## src/rtl/cache_axi_bridge.sv

```systemverilog
// Bridge from the cache refill/writeback ports to AXI INCR line bursts.
// One outstanding read and one outstanding write; the two channels run independently.
module cache_axi_bridge #(
  parameter int WORDS_PER_LINE = 4,
  parameter int OFFSET_WIDTH   = $clog2(WORDS_PER_LINE * 4)
) (
  input  logic                         clk,
  input  logic                         reset,
  input  logic                         rd_req,
  input  logic [31:0]                  rd_addr,
  output logic                         rd_rdy,
  output logic                         ret_valid,
  output logic                         ret_last,
  output logic [31:0]                  ret_data,
  input  logic                         wr_req,
  input  logic [31:0]                  wr_addr,
  input  logic [WORDS_PER_LINE*32-1:0] wr_data,
  output logic                         wr_rdy,
  output logic                         arvalid,
  input  logic                         arready,
  output logic [31:0]                  araddr,
  output logic [7:0]                   arlen,
  output logic [2:0]                   arsize,
  output logic [1:0]                   arburst,
  output logic [3:0]                   arid,
  input  logic                         rvalid,
  output logic                         rready,
  input  logic [31:0]                  rdata,
  input  logic                         rlast,
  output logic                         awvalid,
  input  logic                         awready,
  output logic [31:0]                  awaddr,
  output logic [7:0]                   awlen,
  output logic [2:0]                   awsize,
  output logic [1:0]                   awburst,
  output logic [3:0]                   awid,
  output logic                         wvalid,
  input  logic                         wready,
  output logic [31:0]                  wdata,
  output logic [3:0]                   wstrb,
  output logic                         wlast,
  input  logic                         bvalid,
  output logic                         bready
);

  // state  | meaning
  // W_IDLE | write buffer free, wr_rdy high
  // W_AW   | line buffered, presenting write address
  // W_DATA | streaming buffered words, cnt selects the word
  // W_RESP | all beats sent, waiting for the write response
  // R_IDLE | ready for a refill unless it hits the pending writeback line
  // R_AR   | presenting read address
  // R_DATA | passing read beats straight back to the cache

  localparam int                CNT_W     = $clog2(WORDS_PER_LINE);
  localparam logic [31:0]       LINE_MASK = ~((32'd1 << OFFSET_WIDTH) - 32'd1);
  localparam logic [CNT_W-1:0]  LAST_CNT  = CNT_W'(WORDS_PER_LINE - 1);

  typedef enum logic [1:0] {W_IDLE, W_AW, W_DATA, W_RESP} w_state_t;
  typedef enum logic [1:0] {R_IDLE, R_AR, R_DATA} r_state_t;

  w_state_t         w_state_q, w_state_d;
  r_state_t         r_state_q, r_state_d;
  logic [CNT_W-1:0] cnt_q;
  logic [31:0]      awaddr_q;
  logic [31:0]      araddr_q;
  logic [31:0]      wbuf_q [WORDS_PER_LINE];
  logic             hazard;
  logic             wr_accept;
  logic             rd_accept;

  assign arlen   = 8'(WORDS_PER_LINE - 1);
  assign arsize  = 3'b010;
  assign arburst = 2'b01;
  assign arid    = 4'd0;
  assign awlen   = 8'(WORDS_PER_LINE - 1);
  assign awsize  = 3'b010;
  assign awburst = 2'b01;
  assign awid    = 4'd0;
  assign wstrb   = 4'hF;

  // A refill must not overtake a writeback of the same line, including one arriving this cycle.
  assign hazard = ((w_state_q != W_IDLE) && ((rd_addr & LINE_MASK) == awaddr_q)) ||
                  (wr_req && ((wr_addr & LINE_MASK) == (rd_addr & LINE_MASK)));

  assign wr_accept = wr_req & wr_rdy;
  assign rd_accept = rd_req & rd_rdy;

  // ---------------- write FSM ----------------
  always_ff @(posedge clk) begin
    if (reset) w_state_q <= W_IDLE;
    else       w_state_q <= w_state_d;
  end

  always_comb begin
    w_state_d = w_state_q;
    unique case (w_state_q)
      W_IDLE: if (wr_accept) w_state_d = W_AW;
      W_AW:   if (awready) w_state_d = W_DATA;
      W_DATA: if (wready && (cnt_q == LAST_CNT)) w_state_d = W_RESP;
      W_RESP: if (bvalid) w_state_d = W_IDLE;
      default: w_state_d = W_IDLE;
    endcase
  end

  always_comb begin
    wr_rdy  = 1'b0;
    awvalid = 1'b0;
    wvalid  = 1'b0;
    wlast   = 1'b0;
    bready  = 1'b0;
    wdata   = wbuf_q[cnt_q];
    awaddr  = awaddr_q;
    unique case (w_state_q)
      W_IDLE: wr_rdy = ~reset;
      W_AW:   awvalid = 1'b1;
      W_DATA: begin
        wvalid = 1'b1;
        wlast  = (cnt_q == LAST_CNT);
      end
      W_RESP: bready = 1'b1;
      default: ;
    endcase
  end

  always_ff @(posedge clk) begin
    if (reset) begin
      cnt_q <= '0;
    end else if (wvalid && wready) begin
      cnt_q <= (cnt_q == LAST_CNT) ? '0 : cnt_q + 1'b1;
    end
  end

  always_ff @(posedge clk) begin
    if (wr_accept) begin
      awaddr_q <= wr_addr & LINE_MASK;
      for (int i = 0; i < WORDS_PER_LINE; i++) begin
        wbuf_q[i] <= wr_data[i*32 +: 32];
      end
    end
    if (rd_accept) begin
      araddr_q <= rd_addr & LINE_MASK;
    end
  end

  // ---------------- read FSM ----------------
  always_ff @(posedge clk) begin
    if (reset) r_state_q <= R_IDLE;
    else       r_state_q <= r_state_d;
  end

  always_comb begin
    r_state_d = r_state_q;
    unique case (r_state_q)
      R_IDLE: if (rd_accept) r_state_d = R_AR;
      R_AR:   if (arready) r_state_d = R_DATA;
      R_DATA: if (rvalid && rlast) r_state_d = R_IDLE;
      default: r_state_d = R_IDLE;
    endcase
  end

  always_comb begin
    rd_rdy    = 1'b0;
    arvalid   = 1'b0;
    rready    = 1'b0;
    ret_valid = 1'b0;
    ret_last  = 1'b0;
    ret_data  = rdata;
    araddr    = araddr_q;
    unique case (r_state_q)
      R_IDLE: rd_rdy = ~reset & ~hazard;
      R_AR:   arvalid = 1'b1;
      R_DATA: begin
        rready    = 1'b1;
        ret_valid = rvalid;
        ret_last  = rvalid & rlast;
      end
      default: ;
    endcase
  end

endmodule
```

## config.mk

```make
export PLATFORM = sky130hd
export DESIGN_NAME = cache_axi_bridge
export DESIGN_NICKNAME = d
export VERILOG_FILES = /design/src/rtl/cache_axi_bridge.sv
export SDC_FILE = /design/constraint.sdc
export NUM_CORES = 1
export LEC_CHECK = 0
export BUFFER_PORTS_ARGS = -buffer_cell sky130_fd_sc_hd__buf_2
export CAP_MARGIN = 30
export CELL_PAD_IN_SITES_DETAIL_PLACEMENT = 1
export CELL_PAD_IN_SITES_GLOBAL_PLACEMENT = 2
export CORE_ASPECT_RATIO = 1.75
export CORE_MARGIN = 4
export CORE_UTILIZATION = 30
export CTS_BUF_LIST = sky130_fd_sc_hd__clkbuf_4 sky130_fd_sc_hd__clkbuf_8 sky130_fd_sc_hd__clkbuf_16
export DETAILED_ROUTE_END_ITERATION = 6
export PLACE_DENSITY_LB_ADDON = 0.15
export SYNTH_ARGS = -nofsm -noshare
export SYNTH_HDL_FRONTEND = slang
export SYNTH_SLANG_ARGS = --single-unit
```

## constraint.sdc

```tcl
create_clock -name clk -period 5.8 [get_ports clk]
set_input_delay 1.16 -clock clk [delete_from_list [all_inputs] [get_ports clk]]
set_output_delay 1.16 -clock clk [all_outputs]
set_load 0.005 [all_outputs]
```

==> reports/results.tsv <==
stage	metric	value	unit
status	status	completed	
floorplanning	die_w	131.1	um
timing	max_freq	0.2478	GHz
final_layout	final_cell_mix	291 x buf_2, 184 x edfxtp_1, 46 x conb_1	
drt	postRouteAntennaNets	0	
floorplanning	dieArea	29280	sq um
final_layout	final_common_cell	buf_2	
clocking	hold_buffers	0	
yosys	synth_cell_types	34	
global_route	grt_pass1_vias	5269	
yosys	postSynthAreaPerCell	18.41	sq um
drt	wl_per_cell	20.51	um
setup_path	required	4.64	ns
global_route	grt_first_pass_wirelength	30570	um
clocking	path_clk_slew	0.06	ns
clocking	cts_buffers	17	
timing	fin_crit_sh	0.6957	
yosys	yosys_warnings	0	
clocking	cts_root_buf	clkbuf_16	
timing	slew_headroom	0.4226	
power	irDropWorstVdd	0.0002173	V
clocking	htree_levels	4	
global_route	grt_max_degree	88	
clocking	cts_setup_buffers	0	
setup_path	crit_path_cell_trace	buf_2 -> xor2_1 -> nor4_1 -> nand4_1 -> o21ai_1 -> a21oi_1 -> buf_2	
setup_path	cp_top_family	simple AND/OR/NAND/NOR gates	
yosys	synthTopCellsByArea	edfxtp_1 69%, mux4_2 9.1%, buf_4 7.4%, xor2_1 4.3%, dfxtp_1 2.0%	
timing	hold_viol	0	
timing	drv_slew	0	
setup_path	cp.arrival	2.88	ns
drt	routed.top_layer	met5	
clocking	clkLatencyLatePin	0.44	ns
drt	post_drt_via_cell_ratio	4.412	
drt	wl_met3	2203	um
setup_path	cp-end-kind	output port	
yosys	synth_area	7954	sq um
timing	setup_tns	0	ns
power	p_leak	3.923	nW
timing	tightestPinTransition	0.8660	ns
floorplanning	rows	78	
yosys	ys_seq_elements	192	
setup_path	crit_buf_inv	2	
placement	hpwl	16510	um
drt	dr.first_iter.drc_count	166	
clocking	cts_buffer_depth	2	
drt	drt-met1-wl	6642	um
yosys	synth_seq_area_share	0.7148	
drt	totalWireLength	21310	um
timing	fin_skew	0.009718	ns
setup_path	cpPeakStageDelay	0.74	ns
setup_path	critPathKind	in2out	
drt	first_pass_iters	4	
placement	port_buffers	291	
final_layout	drive_gt1_frac	0.5139	
placement	gp_congestion	0.8100	
floorplanning	die_y	223.4	um
clocking	cts_resized	0	
floorplanning	core	26060	sq um
placement	pre_cts_slack	1.681	ns
drt	wl_met2	11870	um
global_route	grt_remaining_overflow	0	
setup_path	worst-r2r-setup-slack	3.16	ns
setup_path	critPathLaunchType	input pin	
setup_path	cp_slowest_cell	nor4_1	
min_path	hold_path_class	reg2reg	
yosys	synthCells	432	
clocking	clkSinkCount	192	
final_layout	final.fill_count	2749	
job	cap_violations	0	
clocking	cts_tree	yes	
final_layout	nets	945	
setup_path	crit_fanout	3	
timing	fin_ws	1.765	ns
global_route	antenna_found_initial	4	
yosys	synth_top_area_frac	0.6947	
final_layout	syn_to_final_growth	25.81	%
timing	rsz0062_at_grt	no	
yosys	yosys.area.top_type	edfxtp_1	
global_route	grt.total_usage	0.1438	
drt	vias	4584	
setup_path	path_common_cell	buf_2	
timing	layout_min_cycle_time	4.035	ns
power	powerDensity	351.0	nW/um^2
floorplanning	initial_core_util	0.3052	
drt	drc_errors	0	
floorplanning	ios	410	
timing	setup_violations	0	
cell usage after synthesis:
library cell / number
edfxtp_1: 184
buf_4: 78
xor2_1: 39
mux4_2: 32
xnor2_1: 17
nor4_1: 9
dfxtp_1: 8
nor2_1: 8
ha_1: 6
inv_1: 6
nand2_1: 6
nand4_1: 6
buf_2: 4
a21oi_1: 3
nor3_1: 3
and2_1: 2
and3_1: 2
clkbuf_1: 2
conb_1: 2
a211oi_1: 1
a221oi_2: 1
a22oi_1: 1
a2bb2o_4: 1
a41o_1: 1
and2b_2: 1
buf_1: 1
buf_6: 1
mux2i_1: 1
nand3_1: 1
nor2b_1: 1
nor2b_2: 1
nor4_2: 1
o21ai_1: 1
o22ai_1: 1
routing by layer:
| metal | global-route usage | up-vias |
|---|---|---|
| met5 | 0 | - |
| met4 | 0.05546 | 6 |
| met3 | 0.07163 | 32 |
| met2 | 0.2638 | 233 |
| met1 | 0.1310 | 2248 |
| li1 | - | 2065 |
cell type report:
type / instances / area (sq um) / area share
clock inverter: 9 / 107.6 / 0.01075
clock buffer: 23 / 489.2 / 0.04889
timing repair buffer: 296 / 1506 / 0.1505
tap: 320 / 400.4 / 0.04001
inverter: 6 / 27.53 / 0.002751
sequential: 192 / 5688 / 0.5684
multi-input combinational: 192 / 1785 / 0.1784
antenna: 1 / 2.502 / 0.0002501
sequential cells by signal, indices dropped and copies added, names as in the netlist, named ones only:
register / flops
awaddr: 28
araddr: 28
w_state_q: 2
wbuf_q: 128
cnt_q: 2
r_state_q: 2
power breakdown:
| group | leakage (nW) | total, W | internal [W] | switching, W |
|---|---|---|---|---|
| Clock | 0.294 | 0.00119 | 0.000684 | 0.000507 |
| Combinational | 1.86 | 0.000531 | 0.000239 | 0.000292 |
| Sequential | 1.77 | 0.00179 | 0.00173 | 0.0000650 |
worst min-delay path, delay by kind of cell, from the launching register on:
family | cells | cell delay [ns]
flip-flops | 1 | 0.32
AND/OR/NAND/NOR | 1 | 0.05
AO/OA/AOI/OAI | 1 | 0.07
kinds of logic (layout without fill, tap and decap cells):
logic type,Yosys count,count (layout),synth area share
flops,192,192,0.7148
buf+inv,92,334,0.08180
xor+xnor,56,56,0.06166
simple gates,41,41,0.02863
mux,33,33,0.09187
compound gates,10,10,0.01085
fa+ha+maj,6,6,0.009438
other cells,2,47,0.0009442
worst paths after layout:
kind / from / end / cells after the start
min: cnt_q[1] / flop / 2
max: rd_addr[23] / rd_rdy / 7
min reg2reg: cnt_q[1] / flop / 2
max reg2reg: w_state_q[0] / wbuf_q[0][6] / 6
metrics by stage:
stage | util | power, W | hold WS, ns | instance area (sq um) | std cells
2_1_floorplan | - | 0.002156 | 0.4486 | 8119 | 476
3_3_place_gp | 0.3603 | 0.002346 | 0.4582 | 9388 | 1005
3_5_place_dp | 0.3610 | 0.002375 | 0.4848 | 9408 | 1006
4_1_cts | 0.3839 | 0.003589 | 0.4956 | 10000 | 1038
5_1_grt | 0.3839 | 0.003693 | 0.5223 | 10000 | 1038
6_report | 0.3840 | 0.003512 | 0.4895 | 10010 | 1039
(Power assumes the default switching activity.)
